`config.mk`:
```
export PLATFORM = sky130hd
export DESIGN_NAME = inst_fetch_queue
export DESIGN_NICKNAME = d
export VERILOG_FILES = /design/src/rtl/inst_fetch_queue.sv
export SDC_FILE = /design/constraint.sdc
export NUM_CORES = 1
export LEC_CHECK = 0
export ABC_CLOCK_PERIOD_IN_PS = 8640
export CORE_UTILIZATION = 26
export DETAILED_ROUTE_END_ITERATION = 8
export PLACE_DENSITY = 0.45
export SETUP_SLACK_MARGIN = 0.4
export SLEW_MARGIN = 5
export SYNTH_ARGS = -nofsm -noshare
export SYNTH_HDL_FRONTEND = slang
export SYNTH_SLANG_ARGS = --single-unit
```
`constraint.sdc`:
```
create_clock -name clk -period 8.64 [get_ports clk]
set_input_delay 0.864 -clock clk [delete_from_list [all_inputs] [get_ports clk]]
set_output_delay 0.864 -clock clk [all_outputs]
set_load 0.005 [all_outputs]
```
`src/rtl/inst_fetch_queue.sv`:
```
// IF->ID instruction buffer: valid/ready circular FIFO of {pc, inst, imm_type}, predecoded on push.
// Define IFQ_BYPASS_EN to let an instruction pass straight through an empty queue in the same cycle.
module inst_fetch_queue #(
  parameter int unsigned DEPTH = 4,
  parameter int unsigned PTR_W = 2
) (
  input  logic        clk,
  input  logic        rst,
  input  logic        flush,
  input  logic        in_valid,
  output logic        in_ready,
  input  logic [31:0] in_pc,
  input  logic [31:0] in_inst,
  output logic        out_valid,
  input  logic        out_ready,
  output logic [31:0] out_pc,
  output logic [31:0] out_inst,
  output logic [2:0]  out_imm_type
);

  localparam int unsigned CNT_W = PTR_W + 1;
  localparam logic [CNT_W-1:0] FULL_CNT = CNT_W'(DEPTH);
  localparam logic [31:0] NOP_INST = 32'h0000_0013;

  localparam logic [2:0] NOTYPE = 3'd0;
  localparam logic [2:0] RTYPE  = 3'd1;
  localparam logic [2:0] ITYPE  = 3'd2;
  localparam logic [2:0] STYPE  = 3'd3;
  localparam logic [2:0] BTYPE  = 3'd4;
  localparam logic [2:0] UTYPE  = 3'd5;
  localparam logic [2:0] JTYPE  = 3'd6;

  logic [31:0]      pc_mem   [DEPTH];
  logic [31:0]      inst_mem [DEPTH];
  logic [2:0]       type_mem [DEPTH];
  logic [PTR_W-1:0] wr_ptr;
  logic [PTR_W-1:0] rd_ptr;
  logic [CNT_W-1:0] count;
  logic [2:0]       in_imm_type;
  logic             empty;
  logic             bypass;
  logic             push;
  logic             pop;

  // Opcode -> immediate-format predecode.
  always_comb begin
    in_imm_type = NOTYPE;
    case (in_inst[6:0])
      7'b0110011:                         in_imm_type = RTYPE;
      7'b0010011, 7'b0000011, 7'b1100111: in_imm_type = ITYPE;
      7'b0100011:                         in_imm_type = STYPE;
      7'b1100011:                         in_imm_type = BTYPE;
      7'b0110111, 7'b0010111:             in_imm_type = UTYPE;
      7'b1101111:                         in_imm_type = JTYPE;
      default:                            in_imm_type = NOTYPE;
    endcase
  end

  assign empty    = (count == '0);
  assign in_ready = (count != FULL_CNT) & ~flush;

`ifdef IFQ_BYPASS_EN
  assign bypass = empty & in_valid & ~flush;
`else
  assign bypass = 1'b0;
`endif

  assign out_valid = ~empty | bypass;
  // Storage pop only; a bypassed instruction never touches the buffer.
  assign pop  = ~empty & out_ready;
  assign push = in_valid & in_ready & ~(bypass & out_ready);

  // Head selection: buffered entry, bypassed input, or NOP bubble.
  always_comb begin
    out_pc       = 32'h0;
    out_inst     = NOP_INST;
    out_imm_type = ITYPE;
    if (!empty) begin
      out_pc       = pc_mem[rd_ptr];
      out_inst     = inst_mem[rd_ptr];
      out_imm_type = type_mem[rd_ptr];
    end else if (bypass) begin
      out_pc       = in_pc;
      out_inst     = in_inst;
      out_imm_type = in_imm_type;
    end
  end

  // Pointer and occupancy control; reset beats flush, both clear everything.
  always_ff @(posedge clk) begin
    if (rst || flush) begin
      wr_ptr <= '0;
      rd_ptr <= '0;
      count  <= '0;
    end else begin
      if (push) wr_ptr <= wr_ptr + PTR_W'(1);
      if (pop)  rd_ptr <= rd_ptr + PTR_W'(1);
      case ({push, pop})
        2'b10:   count <= count + CNT_W'(1);
        2'b01:   count <= count - CNT_W'(1);
        default: count <= count;
      endcase
    end
  end

  // Entry storage carries no reset; contents are meaningless while empty.
  always_ff @(posedge clk) begin
    if (push && !rst) begin
      pc_mem[wr_ptr]   <= in_pc;
      inst_mem[wr_ptr] <= in_inst;
      type_mem[wr_ptr] <= in_imm_type;
    end
  end

endmodule

```
### After elaboration in Yosys (flattened, before gate mapping)

Memories as Yosys holds them, arrays and structs flattened. A register that Yosys moved wholly into a read port is not among the register bits.
Index checks and enable logic that the tools add are counted.

* flip-flop bits (word level): 7
* RAM bits: 268
* output and inout port bits: 69
* logic and storage cells: 47
* memories: 3

Memories
* inst_mem: depth 4, bits a word 32, rd ports 1, clocked after Yosys merged registers in 1, write ports 1, RTL line 34 `logic [31:0] inst_mem [DEPTH];`
* pc_mem: depth 4, bits a word 32, rd ports 1, clocked after Yosys merged registers in 1, write ports 1, RTL line 33 `logic [31:0] pc_mem [DEPTH];`
* type_mem: depth 4, bits a word 3, rd ports 1, clocked after Yosys merged registers in 1, write ports 1, RTL line 35 `logic [2:0] type_mem [DEPTH];`

* add/subtract/negate cells: 4
* equality and inequality tests: 12
* mux-type cells: 13
* bitwise logic cells: 5
* reduce and logical (&&, ||, !) cells: 7

Operators by type and width (count)
* 32-bit 2-to-1 mux: 2
* 7-bit by 6-bit equality test with 1-bit output (second input constant): 3
* 7-bit equality test (second input constant): 3
* 3-bit case mux with 6 select lines: 1
* 7-bit by 5-bit equality test with 1-bit output (second input constant): 2
* 2-bit 2-to-1 mux: 6
* 7-bit by 2-bit equality test with 1-bit output (second input constant): 1
* 3-bit case mux with 2 select lines: 1
* 2-bit by 1-bit adder with 2-bit output (second input constant): 2
* 3-bit by 1-bit adder with 3-bit output (second input constant): 1
* 1-bit bitwise AND: 3
* 3-bit logical NOT: 1
* 3-bit 2-to-1 mux: 1
* 3-bit inequality test (second input constant): 1
* 3-bit OR reduction: 1
* 3-bit by 1-bit subtractor with 3-bit output (second input constant): 1
* 2-bit by 1-bit equality test with 1-bit output (second input constant): 1
* 2-bit equality test (second input constant): 1
* 1-bit 2-to-1 mux: 2
* 1-bit NOT: 2
* 2-bit nonzero test: 1
* 2-bit OR reduction: 1
* 1-bit logical AND: 1
* 1-bit logical NOT: 1
* 1-bit logical OR: 1

### Logic depth before layout (Yosys ltp)

Gate-level depths: netlist (run 1).

* depth after elaboration: 6
* mapped depth: 9

### Worst setup path before layout (run 1)

OpenSTA, ideal clock, no wires.

* kind: input port to flip-flop
* start point: input port flush
* end point: memory inst_mem[0][0], enable pin
* library setup time: 588 ps
* arrival: 6107 ps
* required time: 8052 ps
* path slack: 1945 ps
* cell stages on the path: 2
* buffers on the path: 0
* path through: nand3b_2 > nor3b_1

* longest elaborated chain between the ends: 6

Ends and longest elaborated chain
* start: declaration: RTL line 9 `input logic flush,`
* 1-bit NOT: RTL line 60 `assign in_ready = (count != FULL_CNT) & ~flush;`
* 1-bit bitwise AND: RTL line 60
* 1-bit bitwise AND: RTL line 71 `assign push = in_valid & in_ready & ~(bypass & out_ready);`
* 1-bit logical AND: RTL line 108 `if (push && !rst) begin`
* 1-bit 2-to-1 mux: RTL line 108
* 1-bit 2-to-1 mux (implied by the code): RTL line 110 `inst_mem[wr_ptr] <= in_inst;`
* end: declaration: RTL line 34

No other way between the ends.

==> results of run 1 <==
-- cells by family after synthesis --
| group | after synthesis | synth area share, % |
|---|---|---|
| mux | 70 | 14.4 |
| compound gates | 10 | 0.537 |
| simple gates | 96 | 5.49 |
| xor+xnor | 3 | 0.245 |
| fa+ha+maj | 6 | 0.771 |
| flops | 277 | 76.8 |
| buf+inv | 28 | 1.76 |
-- routing by layer --
| layer | up-vias | track usage [%] |
|---|---|---|
| li1 | 2303 | - |
| met1 | 2726 | 14.2 |
| met2 | 121 | 19.0 |
| met3 | 36 | 2.47 |
| met4 | 2 | 3.44 |
| met5 | - | 0 |
-- power breakdown --
part	internal [mW]	switching, mW	total [mW]	leakage [nW]
Combinational	0.0693	0.0543	0.124	1.23
Clock	0.678	0.499	1.18	0.438
Sequential	1.48	0.00453	1.49	2.50
-- metrics by stage --
step	worst slack, ns	cell area [um2]	hold slack [ns]	utilization [%]	total power [mW]
2_1_floorplan	1.95	10700	0.454	-	1.56
3_3_place_gp	4.80	12700	0.457	31.5	1.64
3_5_place_dp	4.84	12700	0.478	31.5	1.64
4_1_cts	4.23	13600	0.485	33.8	2.84
5_1_grt	4.10	13600	0.529	33.8	2.89
6_report	4.41	13600	0.481	33.8	2.79
-- critical path, cell delays in order (launching register included) --
cell and delay, ns:
dfxtp_4 0.84, buf_4 0.71, mux4_2 0.59, or2_1 0.22, clkdlybuf4s50_1 0.45
-- worst max path at each step --
stage	startpoint	endpoint	slack, ns	cells past startpoint
floorplan	flush	inst_mem[0][0]$_DFFE_PP_	1.95	2
global placement	flop	out_imm_type[1]	4.80	4
detailed placement	flop	out_imm_type[1]	4.84	4
CTS	flop	out_imm_type[1]	4.23	4
global route	flop	out_inst[31]	4.10	4
finish	flop	out_imm_type[1]	4.41	4
-- state kept, by name, indices dropped and copies added, names as in the netlist, named ones only --
name,cells
count,3
type_mem,12
rd_ptr,2
wr_ptr,2
pc_mem,128
inst_mem,128
-- layout by cell type, fill, tap and decap left out, types with 2 or more instances in the layout --
| master | synthesis | final |
|---|---|---|
| edfxtp_1 | 268 | 268 |
| o21ai_0 | 4 | 4 |
| nand2_1 | 7 | 7 |
| clkinv_2 | 0 | 5 |
| nor2_1 | 6 | 6 |
| clkinv_1 | 0 | 8 |
| and2_1 | 64 | 64 |
| dfxtp_1 | 9 | 7 |
| clkinvlp_4 | 0 | 3 |
| ha_1 | 5 | 5 |
| clkdlybuf4s50_1 | 0 | 137 |
| clkbuf_16 | 0 | 31 |
| a21oi_1 | 3 | 3 |
| xor2_1 | 2 | 2 |
| mux2i_1 | 3 | 3 |
| or2_1 | 4 | 4 |
| clkbuf_1 | 8 | 4 |
| buf_4 | 1 | 10 |
| inv_1 | 6 | 5 |
| or3_1 | 2 | 2 |
| nor3b_2 | 0 | 4 |
| dfxtp_4 | 0 | 2 |
| mux4_2 | 67 | 67 |
-- area by class of cell --
| type | instances | area [um2] | area share [%] |
|---|---|---|---|
| clock inverter | 18 | 116 | 0.857 |
| sequential | 277 | 8240 | 60.6 |
| inverter | 6 | 22.5 | 0.166 |
| tap | 525 | 657 | 4.84 |
| clock buffer | 35 | 791 | 5.82 |
| multi-input combinational | 185 | 2310 | 17.0 |
| timing repair buffer | 147 | 1450 | 10.6 |
==> summary.txt, run 1 <==
Route
  – Metal-1 WL: 10,200 um
  – Metal3 WL: 1200 um
  – Via/cell ratio: 4.35
  – Highest metal used: met5
  – Total Wirelength: 23,200 um
  – # DRC: 0
  – Vias post-DR: 5,188
  – Drt initial violations: 243
  – DR pass1 iterations: 4
  – WL per Instance: 19.5 um
  – Met2 wire length: 11,400 um
  – DRT antenna net count: 0

Clock network
  – CTS clk-pin slew, worst paths: 0.06 ns
  – Setup Fix Bufs, Post-CTS: 0
  – Clock root buffer: clkbuf_16
  – Worst skew pair latency: 0.55 ns
  – Maximum clock path buffer count: 3
  – Resized Gates After CTS: 0
  – H-tree depth: 1
  – TritonCTS buffer count: 30
  – CTS tree: yes
  – Clk sinks: 277
  – Post-CTS Hold Fix Bufs: 0

Worst hold path
  – Worst hold path class: flop to flop
  – Hold Path Cell Cnt: 2
  – Hold_sp: rd_ptr[0]$_SDFFE_PP0P_

Placed design
  – Placer's final routability congestion estimate: 0.637
  – Placed cells: approximately 1,100
  – DPL Wire Length: 13,400 um
  – Port Buf Inserts: 137

Yosys
  – EDFF count, synth: 268
  – Most common cell in the netlist: edfxtp_1
  – Mapped Area: between 0.01 and 0.015 mm2
  – Main synth FF type: edfxtp_1
  – Number of synthesized register bits: 277
  – Commonest cells post-synth: edfxtp_1 (268), mux4_2 (67), and2_1 (64), dfxtp_1 (9), clkbuf_1 (8)
  – Synth cell types: 35
  – Mean Syn Cell Area: 21.9 um2
  – Syn nets: ~570
  – Synth warnings: 0
  – Fraction of registers with async set/reset: 0%
  – Post-Synthesis Cells: 490
  – Synth top area share: 75.1%
  – Cell accounting for the most synthesized area: edfxtp_1
  – Area contributors post-synth: edfxtp_1 (75%), mux4_2 (14%), and2_1 (3.7%)
  – Register area share after synthesis: between 70 and 80%

Die
  – Core area: 0.0402 mm2
  – I/O Pins: 138
  – Die width: between 200 and 250 um
  – FP Rows: between 70 and 80
  – Starting density of the core: 26.7%
  – DIE AREA: roughly 0.042 mm2
  – Chip height: 205 um

GRT
  – GRT Total Usage: 11.2%
  – First-pass GRT wire length: 35,000 um
  – Largest net degree at the start of global routing: 68
  – Number of global-route vias before repair: 5,858
  – Initial antenna violation count: 1
  – Total grt overflow: 0

Worst setup path
  – Worst-path fanout max: 35
  – R2R setup slack: 5.86 ns
  – FF-to-FF End: count[2]$_SDFFE_PP0P_
  – Worst EP required: 7.78 ns
  – Worst setup SP type: flop
  – FF-to-FF Start: count[0]$_SDFFE_PP0P_
  – R2R cell count: 10
  – CP endpoint kind: output pin
  – Crit path DAT: between 3 and 4 ns
  – CP Class: flop to output pin

STA
  – Fin. max-slew vios: 0
  – Tmin final: 4.23 ns
  – Fin crit share: 49.0%
  – Final hold vios: 0
  – Worst slew margin relative to its limit: 27.5%
  – RSZ-0062 raised after global routing: no
  – Setup Skew: 0.0110 ns
  – Fmax: 236 MHz
  – Worst slew pin tran: 1.09 ns
  – Setup TNS: 0 ns
  – Final setup violation count: 0

Pwr
  – Peak supply drop: 0.140 mV
  – Leakage: 4.17 nW
  – Power per cell area: 205 mW/mm2

Final layout
  – N_diodes: 0
  – Area growth syn-to-layout: 26.8%
  – Nets: 722
  – Filler cells: 3,836
  – Cell Count, Final, Fillers Out: 1,193
  – Share of layout cells above drive strength 1: between 15 and 20%

Run status
  – Status: completed

Flow run
  – Max-cap check violation count: 0
Power figures use the tool's default switching activity.
==> run 2, diff against run 1 <==
ABC_CLOCK_PERIOD_IN_PS = 3500   (was 8640)
PLACE_DENSITY = 0.46   (was 0.45)
clock period = 3.5 ns   (was 8.64 ns; I/O delays follow)
==> run 2 against run 1 <==
Global-route usage increased by 0.12 points. Final cell count up 1.3%. Combinational power grew to 2.5 times the previous value. Worst hold slack worse by 0.043 ns. Routed wire length increased by 0.25%. Utilization is 0.72 points higher. Design area is 2.1% higher. Sequential share of layout area down 1.3 points. Critical path type unchanged.
==> summary.txt, run 2 (synthesis gave the netlist of run 1 again) <==
Die
  – DIE AREA: 0.0420 mm2
  – Die width: 205 um
  – I/O Pins: 138
  – Chip height: about 200 um
  – Starting density of the core: about a quarter
  – FP Rows: 73
  – Core area: 0.0402 mm2

Route
  – Vias post-DR: 5,207
  – WL per Instance: ~19 um
  – DRT antenna net count: 0
  – Via/cell ratio: 4.31
  – Drt initial violations: 222
  – # DRC: 0
  – Total Wirelength: about 23,000 um
  – DR pass1 iterations: 4

Final layout
  – Multi-input logic area: 0.00234 mm2
  – Seq. cell area: slightly above 0.008 mm2
  – Filler cells: 3,808
  – Final core occ: about 35%
  – Most common cell after layout, fill and taps aside: edfxtp_1
  – Commonest cells after routing, fill and taps aside: edfxtp_1 (268), clkdlybuf4s50_1 (137), mux4_2 (67)
  – Area growth syn-to-layout: 29.5%
  – Share of layout cells above drive strength 1: 21.0%
  – Post-Layout Inst Area: around 0.014 mm2
  – Nets: approximately 730
  – Top Registers: inst_mem (128), pc_mem (128), type_mem (12)

Worst setup path
  – CP peak stage delay: 0.51 ns
  – FF-to-FF End: count[2]$_SDFFE_PP0P_
  – R2R cell count: 8
  – CP top delay family: buffers and inverters
  – FF-to-FF Start: count[2]$_SDFFE_PP0P_
  – CP endpoint kind: output pin
  – CP Class: flop to output pin
  – Worst EP required: 3.15 ns
  – Worst setup SP type: flop
  – CP startpoint: count[0]$_SDFFE_PP0P_
  – R2R setup slack: 0.94 ns
  – Critical Path Stages: 5
  – Worst Setup EP: out_inst[3]
  – Worst-path fanout max: 39
  – Crit path DAT: 2.52 ns
  – Slowest cell on the critical path: clkdlybuf4s50_1
  – Bufs and invs on worst path: 3
  – Cells along the critical path: nor3_4 -> inv_4 -> buf_4 -> and2_1 -> clkdlybuf4s50_1

Placed design
  – DPL Wire Length: 13,500 um
  – Placer's final routability congestion estimate: 0.714
  – Port Buf Inserts: 137
  – Placed Area: 0.0128 mm2

Pwr
  – Peak supply drop: 0.308 mV
  – Clock share of power: between 40% and 50%
  – Leakage: 4.32 nW
  – Combinational Power Share: 4.4%
  – Switching part of the total: 19.3%
  – Switch Pwr: approximately 1.4 mW
  – Int Pwr: 5.74 mW
  – Reg power frac: 51.6%
  – Power per cell area: 513 mW/mm2

GRT
  – Number of global-route vias before repair: between 5,000 and 6,000
  – Largest net degree at the start of global routing: 68
  – Total grt overflow: 0
  – GRT Total Usage: 11.3%
  – First-pass GRT wire length: 35,300 um
  – Initial antenna violation count: 2

Worst hold path
  – Worst hold path class: input port to flop
  – Hold_sp: in_inst[8]

Flow run
  – Max-cap check violation count: 0

Run status
  – Status: completed

STA
  – RSZ-0062 raised after global routing: no
  – Tmin final: between 2 and 3 ns
  – Final hold vios: 0
  – Setup Skew: approximately 0.0059 ns
  – Final setup violation count: 0
  – Worst slew margin relative to its limit: 50.0%
  – Fin crit share: between 80% and 90%
  – Fmax: 349 MHz
  – Fin. max-slew vios: 0
  – Worst slew pin tran: 0.750 ns

Clock network
  – CTS tree: yes
  – Maximum clock path buffer count: 3
  – TritonCTS buffer count: 30
  – Clk sinks: 277
  – Clock root buffer: clkbuf_16
  – CTS clk-pin slew, worst paths: roughly 0.06 ns
  – H-tree depth: 1
  – Worst skew pair latency: 0.55 ns
-- run 2: area by class of cell --
class	count	area share [%]
clock inverter	18	1.33
sequential	277	59.4
multi-input combinational	185	16.9
tap	525	4.74
inverter	6	0.180
antenna	1	0.0180
timing repair buffer	159	11.7
clock buffer	37	5.75
-- run 2: repair_timing --
| item | CTS | global route |
|---|---|---|
| buffers inserted | 2 | 8 |
| gates resized for setup | 1 | 1 |
| setup endpoints to repair | 49 | 39 |
| hold buffers | 0 | 0 |
-- run 2: power groups by stage --
stage / Clock [mW] / Combinational [mW] / Sequential (mW)
CTS: 3.24 / 0.320 / 3.67
finish: 3.13 / 0.316 / 3.67
floorplan: 0 / 0.106 / 3.74
global placement: 0 / 0.306 / 3.74
global route: 3.36 / 0.344 / 3.67
detailed placement: 0 / 0.316 / 3.75
-- run 2: layer usage --
layer | share of wire, % | vias up | routed length (um) | GRT usage, %
li1 | - | 2326 | - | -
met1 | 43 | 2740 | 10000 | 14.3
met2 | 50 | 105 | 11700 | 19.3
met3 | 4.9 | 34 | 1130 | 2.58
met4 | 2.0 | 2 | 461 | 3.41
met5 | 0.056 | - | 13 | 0
-- run 2: metrics by stage --
stage | cells | power, mW | hold slack, ns | TNS [ns] | setup slack (ns)
floorplan | 490 | 3.85 | 0.449 | -101.35 | -0.378
global placement | 1142 | 4.05 | 0.460 | 0 | 0.844
detailed placement | 1142 | 4.06 | 0.480 | 0 | 0.823
CTS | 1199 | 7.23 | 0.396 | 0 | 0.416
global route | 1207 | 7.37 | 0.411 | 0 | 0.401
finish | 1208 | 7.11 | 0.438 | 0 | 0.631
-- run 2: worst min path at each step --
stage | slack, ns | to | cells after the start
6_report | 0.44 | inst_mem[0][8]$_DFFE_PP_ | 1
5_1_grt | 0.41 | pc_mem[1][11]$_DFFE_PP_ | 1
4_1_cts | 0.40 | inst_mem[2][9]$_DFFE_PP_ | 1
3_5_place_dp | 0.48 | flop | 2
3_3_place_gp | 0.46 | flop | 2
2_1_floorplan | 0.45 | inst_mem[0][0]$_DFFE_PP_ | 0
==> run 3, diff against run 2 <==
ABC_CLOCK_PERIOD_IN_PS = 2670   (was 3500)
PLACE_DENSITY = 0.45   (was 0.46)
clock period = 2.67 ns   (was 3.5 ns; I/O delays follow)
==> run 3 against run 2 <==
Worst hold slack worse by 0.061 ns. First-iteration DRC count is 14% lower. Total power is 38% higher. Highest routed layer is now met4. Sequential power is 31% higher. Clock-buffer cell count is 8 higher. Combinational power is 66% higher. Clock power is 42% higher. Flip-flop and latch count stayed put. Sequential share of layout area is 5.1 points lower. Global-route usage is 1.4 points higher. Die area stayed put. Critical endpoint is now out_pc[10].
==> summary.txt, run 3 (synthesis gave the netlist of run 1 again) <==
Pwr
  – Leakage: 5.12 nW
  – Reg power frac: 49.2%
  – Power per cell area: ~640 mW/mm2
  – Int Pwr: 7.83 mW
  – Peak supply drop: around 0.51 mV
  – Switching part of the total: 20.0%
  – Clock share of power: 45.4%
  – Combinational Power Share: 5.4%
  – Switch Pwr: 1.95 mW

STA
  – Setup Skew: 0.0154 ns
  – Fin crit share: 93.6%
  – Final setup violation count: 0
  – Final hold vios: 0
  – RSZ-0062 raised after global routing: yes
  – Setup TNS: 0 ns
  – Tmin final: 2.50 ns
  – Fin. max-slew vios: 0
  – Post-route setup slack: 0.171 ns
  – Fmax: roughly 400 MHz
  – Worst slew pin tran: 0.721 ns
  – Worst slew margin relative to its limit: between 50% and 60%

Die
  – Die width: 205 um
  – DIE AREA: 0.0420 mm2
  – Chip height: 205 um
  – I/O Pins: between 100 and 150
  – Core area: 0.0402 mm2
  – FP Rows: 73
  – Starting density of the core: 26.7%

Clock network
  – Worst skew pair latency: around 0.52 ns
  – Maximum clock path buffer count: 3
  – H-tree depth: 2
  – CTS clk-pin slew, worst paths: 0.06 ns
  – CTS tree: yes
  – Clk sinks: approximately 280
  – TritonCTS buffer count: 35
  – Post-CTS Hold Fix Bufs: 0
  – Clock root buffer: clkbuf_16

Worst setup path
  – Bufs and invs on worst path: 6
  – CP top delay family: buffers and inverters
  – Slowest cell on the critical path: mux4_2
  – Worst-path fanout max: 5
  – Cells along the critical path: buf_12 -> buf_12 -> buf_12 -> buf_16 -> buf_8 -> mux4_2 -> and2_4 -> buf_6
  – CP Class: flop to output pin
  – Worst EP required: about 2.4 ns
  – CP peak stage delay: 0.49 ns
  – CP endpoint kind: output pin
  – FF-to-FF Start: count[2]$_SDFFE_PP0P_
  – Critical Path Most Common Cell: buf_12
  – Crit path DAT: between 2 and 2.5 ns
  – Worst setup SP type: flop

Final layout
  – Most common cell after layout, fill and taps aside: edfxtp_1
  – Final core occ: approximately 38%
  – Nets: 805
  – Multi-input logic area: 0.00249 mm2
  – Seq. cell area: 0.00824 mm2
  – Share of layout cells above drive strength 1: 44.3%
  – Post-Layout Inst Area: 0.0152 mm2
  – Filler cells: 3,673
  – Cell Count, Final, Fillers Out: 1,279
  – Top Registers: inst_mem (128), pc_mem (128), type_mem (12)
  – Area growth syn-to-layout: 41.8%
  – N_diodes: 0
  – Commonest cells after routing, fill and taps aside: edfxtp_1 (268), clkdlybuf4s50_1 (70), buf_6 (70)

GRT
  – Number of global-route vias before repair: 6,000
  – GRT Total Usage: 12.7%
  – Total grt overflow: 0
  – Largest net degree at the start of global routing: 36
  – Initial antenna violation count: 1
  – First-pass GRT wire length: 38,300 um

Worst hold path
  – Hold_sp: in_pc[29]
  – Worst hold path class: input port to flop

Placed design
  – Placed Area: 0.0129 mm2
  – DPL Wire Length: 13,800 um
  – Dpl ws: 0.231 ns
  – Placed cells: 1,147
  – Port Buf Inserts: about 140
  – Placer's final routability congestion estimate: a little under 0.7

Run status
  – Status: completed

Route
  – DRT antenna net count: 0
  – WL per Instance: 20.3 um
  – # DRC: 0
  – Vias post-DR: 5,554
  – Drt initial violations: 191
  – Total Wirelength: 26,000 um
  – Via/cell ratio: 4.34
  – DR pass1 iterations: 4

Flow run
  – Max-cap check violation count: 0
run 3: cell types whose count changed in the layout (fill, tap and decap cells not counted), moves of 3 or more:
cell | before | now
buf_6 | 0 | 70
clkdlybuf4s50_1 | 137 | 70
and2_1 | 64 | 12
and2_4 | 0 | 52
buf_12 | 7 | 24
buf_2 | 0 | 16
buf_16 | 0 | 11
clkbuf_2 | 0 | 10
buf_8 | 0 | 7
clkbuf_16 | 31 | 37
dfxtp_1 | 7 | 4
dfxtp_2 | 0 | 3
run 3: path summary, 6_finish.rpt:
check | endpoint | slack, ns | depth (start not counted)
hold reg to reg | flop | 0.48 | 2
hold / removal | pc_mem[2][29]$_DFFE_PP_ | 0.38 | 1
setup reg to reg | count[2]$_SDFFE_PP0P_ | 0.47 | 8
setup / recovery | out_pc[10] | 0.17 | 8
run 3: layout make-up:
type,instances,area share [%]
flip-flops and latches,277,54.3
repair buffers,225,17.7
multi-input cells,185,16.4
clock buffers,45,6.30
well taps,525,4.33
clock inverters,16,0.874
inverters,6,0.148
run 3: what timing repair did:
item                                    4_1_cts  5_1_grt
gates resized for setup                     322       88
cloned                                       11        0
buffers inserted                             43       17
pin swaps                                     1       35
endpoints found under the setup margin       70       70
run 3: through the flow:
step | total power, mW | hold WS, ns
final | 9.78 | 0.377
after global routing | 10.1 | 0.362
after CTS | 9.92 | 0.335
after detailed placement | 5.33 | 0.468
after global placement | 5.31 | 0.465
after floorplan | 5.05 | 0.366
run 3: routing by layer:
layer	part of all wire [%]	global-route usage, %	routed length (um)	up-vias
met3	6.8	4.15	1780	31
li1	-	-	-	2479
met5	0	0	0	-
met1	42	15.8	10900	2898
met4	1.5	3.31	392	0
met2	50	21.3	13000	146
run 3: worst register-to-register path: stages, from the launching register on:
cell and delay (ns):
dfxtp_2 0.36, or3b_4 0.41, nand3b_4 0.09, ha_2 0.19
inv_1 0.06, fa_1 0.40, xor2_1 0.17, or3_1 0.30
a21oi_1 0.15
run 3: power by group through the flow:
| stage | combinational (mW) | sequential [mW] | clock, mW |
|---|---|---|---|
| after floorplan | 0.143 | 4.91 | 0 |
| after global placement | 0.413 | 4.90 | 0 |
| after detailed placement | 0.426 | 4.90 | 0 |
| after CTS | 0.504 | 4.81 | 4.60 |
| after global routing | 0.567 | 4.82 | 4.75 |
| final | 0.524 | 4.82 | 4.44 |
